==> src/rtl/gcd_ctrl4.sv <==
// Euclid-by-subtraction GCD controller driving an external combinational subtractor.
// One subtraction per RUN cycle; result and iteration count are returned with a one-cycle done pulse.
//
// state | meaning
// IDLE  | ready=1, waiting for start; result/iters hold the last answer
// RUN   | one subtraction per edge until x==0, y==0 or x==y
// DONE  | done=1 for one cycle, then back to IDLE (start ignored here)
module gcd_ctrl4 #(
    parameter int WIDTH = 4
) (
    input  logic             clk,
    input  logic             rst_n,
    input  logic             start,
    input  logic [WIDTH-1:0] a_in,
    input  logic [WIDTH-1:0] b_in,
    output logic             ready,
    output logic             done,
    output logic [WIDTH-1:0] result,
    output logic [WIDTH-1:0] iters,
    output logic [WIDTH-1:0] sub_a,
    output logic [WIDTH-1:0] sub_b,
    input  logic [WIDTH-1:0] sub_out
);

    typedef enum logic [1:0] {
        IDLE = 2'd0,
        RUN  = 2'd1,
        DONE = 2'd2
    } state_t;

    state_t           state;
    logic [WIDTH-1:0] x;
    logic [WIDTH-1:0] y;
    logic             x_gt_y;

    // The larger operand is always the minuend, so the difference never wraps.
    assign x_gt_y = (x > y);
    assign sub_a  = x_gt_y ? x : y;
    assign sub_b  = x_gt_y ? y : x;
    assign ready  = (state == IDLE);
    assign done   = (state == DONE);

    always_ff @(posedge clk or negedge rst_n) begin
        if (!rst_n) begin
            state  <= IDLE;
            x      <= '0;
            y      <= '0;
            result <= '0;
            iters  <= '0;
        end else begin
            case (state)
                IDLE: begin
                    if (start) begin
                        x     <= a_in;
                        y     <= b_in;
                        iters <= '0;
                        state <= RUN;
                    end
                end
                RUN: begin
                    if ((x == '0) || (y == '0)) begin
                        result <= x | y;
                        state  <= DONE;
                    end else if (x == y) begin
                        result <= x;
                        state  <= DONE;
                    end else if (x_gt_y) begin
                        x     <= sub_out;
                        iters <= iters + WIDTH'(1);
                    end else begin
                        y     <= sub_out;
                        iters <= iters + WIDTH'(1);
                    end
                end
                DONE: begin
                    state <= IDLE;
                end
                default: begin
                    state <= IDLE;
                end
            endcase
        end
    end

endmodule

==> config.mk <==
export PLATFORM = sky130hd
export DESIGN_NAME = gcd_ctrl4
export DESIGN_NICKNAME = d
export VERILOG_FILES = /design/src/rtl/gcd_ctrl4.sv
export SDC_FILE = /design/constraint.sdc
export NUM_CORES = 1
export LEC_CHECK = 0
export BUFFER_PORTS_ARGS = -buffer_cell sky130_fd_sc_hd__buf_2
export CAP_MARGIN = 30
export CORE_UTILIZATION = 40
export DETAILED_ROUTE_END_ITERATION = 12
export GPL_ROUTABILITY_DRIVEN = 0
export GPL_TIMING_DRIVEN = 0
export HOLD_SLACK_MARGIN = 0.12
export PLACE_DENSITY = 0.65
export SYNTH_ARGS = -nofsm -noshare
export SYNTH_HDL_FRONTEND = slang
export SYNTH_SLANG_ARGS = --single-unit
==> constraint.sdc <==
create_clock -name clk -period 2.4 [get_ports clk]
set_clock_uncertainty 0.15 [all_clocks]
set_input_delay 0.36 -clock clk [delete_from_list [all_inputs] [get_ports clk]]
set_output_delay 0.36 -clock clk [all_outputs]
set_load 0.05 [all_outputs]
==> results of run 1 <==
[cells in the final DEF, fill, tap and decap left out, types with 2 or more instances in the layout]
| cell | synthesis | layout |
|---|---|---|
| dfrtp_1 | 18 | 16 |
| mux2i_1 | 19 | 11 |
| buf_4 | 0 | 24 |
| inv_4 | 0 | 2 |
| clkbuf_4 | 0 | 3 |
| buf_6 | 0 | 9 |
| nand3_1 | 2 | 2 |
| nor2_4 | 0 | 2 |
| ha_1 | 9 | 4 |
| o21ai_1 | 4 | 4 |
| nor2_1 | 3 | 2 |
| nor3_1 | 4 | 4 |
| nor4_2 | 3 | 2 |
| ha_4 | 0 | 5 |
| buf_2 | 0 | 24 |
| mux2i_4 | 0 | 8 |
| o22a_1 | 4 | 4 |
| nor4_4 | 1 | 2 |
| o22ai_1 | 4 | 4 |
| or3b_2 | 5 | 5 |
| a2bb2oi_1 | 4 | 4 |
| inv_2 | 1 | 7 |
| dfrtp_2 | 0 | 2 |
| nand2_1 | 9 | 9 |
| nand4_1 | 2 | 2 |
| a21oi_1 | 4 | 4 |
| nor2b_1 | 3 | 2 |
[cells by family (layout without fill, tap and decap cells)]
family	Yosys count	in the layout
AND/OR/NAND/NOR	36	36
AO/OA/AOI/OAI	26	26
multiplexers	19	19
flip-flops	18	18
buffers and inverters	12	75
adder cells (fa/ha/maj)	9	9
[layer usage]
metal	up-vias	routed length, µm	GRT usage [%]
met5	-	0	0
met4	0	56	7.32
met3	6	138	4.99
met2	39	1900	37.9
met1	577	1600	28.6
li1	571	-	-
[worst max-delay path, stage by stage (launching register included)]
cell and delay (ps):
dfrtp_1 420, inv_4 70, ha_4 330, nor2_4 50, a211oi_4 280, nor2_4 70, buf_12 160, mux2i_4 170
buf_6 180
[state kept, by name (all words and copies together), names as in the netlist]
name and flops:
result 4, state 2, y 4, iters 4
x 4
[cell type report]
cell class / instances / area [µm²]
inverters: 10 / 42.5
multi-input cells: 90 / 962
clock buffers: 4 / 36.3
flip-flops and latches: 18 / 453
repair buffers: 59 / 432
well taps: 31 / 38.8
fillers: 217 / 880
plain buffers: 2 / 8.76
[stage by stage]
stage          hold slack (ps)  util, %  setup WS [ps]  std cells  cell area (µm²)
2_1_floorplan            -85.6        -           -236        120             1380
3_3_place_gp               158     55.2           -423        183             1580
3_5_place_dp               170     55.2           -475        183             1580
4_1_cts                    195     65.3           -147        207             1860
5_1_grt                    184     69.2           -244        214             1970
6_report                   189     69.2           -163        214             1970
[repair_timing]
action,4_1_cts,5_1_grt
hold buffers,1,0
pin swaps,5,5
setup buffers,19,7
hold endpoints to repair,18,0
gates resized for setup,24,10
endpoints found under the setup margin,12,21
[how the worst min path moves through the flow]
stage               start  cells after the start  slack [ps]        to
floorplan           rst_n                      0         -90  iters[0]
global placement    rst_n                      1         160  iters[2]
detailed placement  rst_n                      1         170  iters[0]
CTS                 start                      3         190  state[0]
global route        start                      3         180  state[0]
finish              start                      3         190  state[0]
==> reports/metrics.yaml, run 1 <==
synth_flop_cell: "dfrtp_1"
r2r_setup_slack_ps: 40
period_minus_slack_ps: 2560
layout-drive-gt1-share_pct: 57.4
max_cap_viol_count: 0
synth_nets: 144
clk_pin_slew_ps: 110
yosys.cell_types.count: 31
synth_compound_area_share_pct: 15.9
synthMuxAreaShare_pct: 15.4
cp_data_arrival_time_ps: 2050
crit_end: "sub_a[2]"
cp-start-kind: "flip-flop"
vias_per_cell: 5.57
die_w_um: 57.6
grt_overflow: 0
antenna_found_initial: 0
final_max_slew_viol_count: 0
synthTopCellsByArea: "dfrtp_1 (36%), mux2i_1 (15%), ha_1 (9.1%)"
clockBufferDepth: 2
yosys.area_share.adder_pct: 9.11
cts_tree: "yes"
die-area_um2: 3320
synth_top_cell_by_area: "dfrtp_1"
worst_setup_path_end_kind: "output port"
synth_top_family_by_area: "simple AND/OR/NAND/NOR gates"
yosysSeqAreaShare_pct: 36.4
clock_latency_ps: 300
synth_seq_cells: 18
io_pins: 33
grt_pass1_wl_um: 5530
grt_max_degree: 19
ys_warn_count: 0
min_path_type: "in2reg"
start_util_pct: 43.3
worstSetupPathType: "reg2out"
synth_area_um2: 1240
synth_edf_count: 0
n_antenna_cell: 0
fin_ws_ps: -163
drc_errors: 0
routed_wl_um: 3690
synth_area_per_cell_um2: 10.3
grt_usage_pct: 22.5
period_share_pct: 107
hold_violations: 0
vias: 1193
violations: "setup timing"
timing.slew.headroom_pct: 52.7
layout.nets: 208
core_area_um2: 2850
die_h_um: 57.6
synthCells: 120
synth-simple-area-share_pct: 19.4
synthXorXnorAreaFrac_pct: 0
clockRootBuffer: "clkbuf_4"
first_pass_iters: 8
setup_viol: 8
area_growth_pct: 59.6
cts_buffers: 3
r2r_cells: 8
rsz0062_at_grt: "true"
port-buffer-count: 32
dp_hpwl_um: 2270
outcome: "finished, violations left"
cts_sinks: 18
drt_iter0_drc: 29
tightest_slew_ps: 703
fin_setup_tns_ps: -1230
synth-async-reset-ratio_pct: 100
r2r_end: "y[0]"
grt_pass1_vias: 1137
crit_required_ps: 1890
row_count: 19
cp_max_fo: 8
h-tree-depth: 1
clock.fmax_mhz: 390
final_antenna_net_count: 0
startpoint: "y[3]"
synth_common_cells: "mux2i_1 (19), dfrtp_1 (18), ha_1 (9), inv_1 (9), nand2_1 (9)"
timing.rr.start: "y[1]"
synthMostInstantiatedCell: "mux2i_1"
synth_top_area_share_pct: 36.4
wl_per_cell_um: 17.2
Power of run 1 is left out: the tool's default activity adds up to more than one toggle a clock period on the data nets, which glitch-free logic cannot reach.
==> run 2: changes to the inputs <==
--- a/config.mk
+++ b/config.mk
@@ -8,11 +8,13 @@
 export BUFFER_PORTS_ARGS = -buffer_cell sky130_fd_sc_hd__buf_2
 export CAP_MARGIN = 30
 export CORE_UTILIZATION = 40
+export CTS_CLUSTER_DIAMETER = 100
 export DETAILED_ROUTE_END_ITERATION = 12
 export GPL_ROUTABILITY_DRIVEN = 0
 export GPL_TIMING_DRIVEN = 0
 export HOLD_SLACK_MARGIN = 0.12
 export PLACE_DENSITY = 0.65
+export SKIP_CTS_REPAIR_TIMING = 1
 export SYNTH_ARGS = -nofsm -noshare
 export SYNTH_HDL_FRONTEND = slang
 export SYNTH_SLANG_ARGS = --single-unit
==> reports/metrics.yaml, run 2 (synthesis results as in run 1) <==
outcome: "finished, violations left"
crit_chain: "inv_2, ha_4, nor2_4, a211oi_4, nor2_4, buf_12, mux2i_4, buf_6"
final_antenna_net_count: 0
crit_required_ps: 1890
crit_end: "sub_b[0]"
timing.slew.headroom_pct: 54.8
startpoint: "x[2]"
start_util_pct: 43.3
path_common_cell: "nor2_4"
cp_max_fo: 8
clock.fmax_mhz: 375
cp_data_arrival_time_ps: 2160
grt_pass1_vias: 1027
clock_latency_ps: 310
wl_per_cell_um: 15.7
mostFrequentLayoutCell: "buf_2"
critPathBufInv: 3
routed_wl_um: 3250
grt_pass1_wl_um: 4890
critPathSlowestCell: "dfrtp_1"
fill_cells: 228
cts_tree: "yes"
io_pins: 33
worstSetupPathType: "reg2out"
clk_pin_slew_ps: 110
drt_iter0_drc: 48
vias: 1139
cp_top_family: "buffers and inverters"
final_max_slew_viol_count: 0
cts_buffers: 3
r2r_end: "x[1]"
fin_ws_ps: -266
die_w_um: 57.6
h-tree-depth: 1
worst_setup_path_end_kind: "output port"
layout-drive-gt1-share_pct: 55.7
area_growth_pct: 53.8
grt_overflow: 0
r2r_setup_slack_ps: -30
cpPeakStageDelay_ps: 440
row_count: 19
vias_per_cell: 5.50
final_cells: 207
max_cap_viol_count: 0
grt_usage_pct: 19.6
final_cell_mix: "buf_2 (24), buf_4 (18), dfrtp_1 (14)"
tightest_slew_ps: 672
die-area_um2: 3320
first_pass_iters: 6
clockBufferDepth: 2
dp_hpwl_um: 2270
min_path_type: "in2reg"
rsz0062_at_grt: "true"
cts_sinks: 18
n_antenna_cell: 0
post-place-cells: 183
grt_max_degree: 19
timing.rr.start: "y[0]"
period_minus_slack_ps: 2670
violations: "setup timing"
drc_errors: 0
port-buffer-count: 32
period_share_pct: 111
layout.nets: 201
antenna_found_initial: 0
core_area_um2: 2850
clockRootBuffer: "clkbuf_4"
setup_viol: 11
r2r_cells: 7
die_h_um: 57.6
cp_num_cells: 8
cp-start-kind: "flip-flop"
hold_violations: 0
## run 2: cell types whose count changed in the layout (fill, tap and decap cells not counted), sizes merged
cell and delta:
inv -1, buf -7, clkinv +1
## run 2: how the worst min path moves through the flow
stage	from	to	cells after the start
floorplan	rst_n	iters[0]	0
CTS	rst_n	x[3]	1
finish	start	state[0]	3
global placement	rst_n	iters[2]	1
detailed placement	rst_n	iters[0]	1
global route	start	state[0]	3
## run 2: through the flow
| stage | cell area [µm²] | util, % | hold slack, ps | setup TNS [ps] | setup slack, ps |
|---|---|---|---|---|---|
| after floorplan | 1380 | - | -85.6 | -1890 | -236 |
| after global placement | 1580 | 55.2 | 158 | -3600 | -423 |
| after detailed placement | 1580 | 55.2 | 170 | -4050 | -475 |
| after CTS | 1610 | 56.5 | -166 | -6950 | -829 |
| after global routing | 1900 | 66.7 | 164 | -3000 | -331 |
| final | 1900 | 66.7 | 167 | -2140 | -266 |
## run 2: cell type report
cell class / count / area, µm² / share of cell area, %
Multi-Input combinational cell: 90 / 940 / 49.4
Sequential cell: 18 / 455 / 23.9
Timing Repair Buffer: 52 / 375 / 19.7
Inverter: 10 / 47.5 / 2.50
Tap cell: 31 / 38.8 / 2.04
Clock buffer: 4 / 36.3 / 1.91
Buffer: 2 / 8.76 / 0.461
## run 2: worst reg2reg max path: cells and delay by family, from the launching register on
kind | cells | cell delay (ps)
fa+ha+maj | 1 | 370
simple gates | 2 | 630
buf+inv | 2 | 300
compound gates | 1 | 260
flops | 1 | 410
mux | 1 | 230
## run 2: metal layers
| metal | track usage, % | routed length, µm | vias to the layer above |
|---|---|---|---|
| met5 | 0 | 0 | - |
| met4 | 4.88 | 44 | 0 |
| met1 | 26.4 | 1450 | 545 |
| met2 | 31.4 | 1640 | 33 |
| met3 | 4.99 | 116 | 6 |
| li1 | - | - | 555 |
Power of run 2 is left out for the same reason.
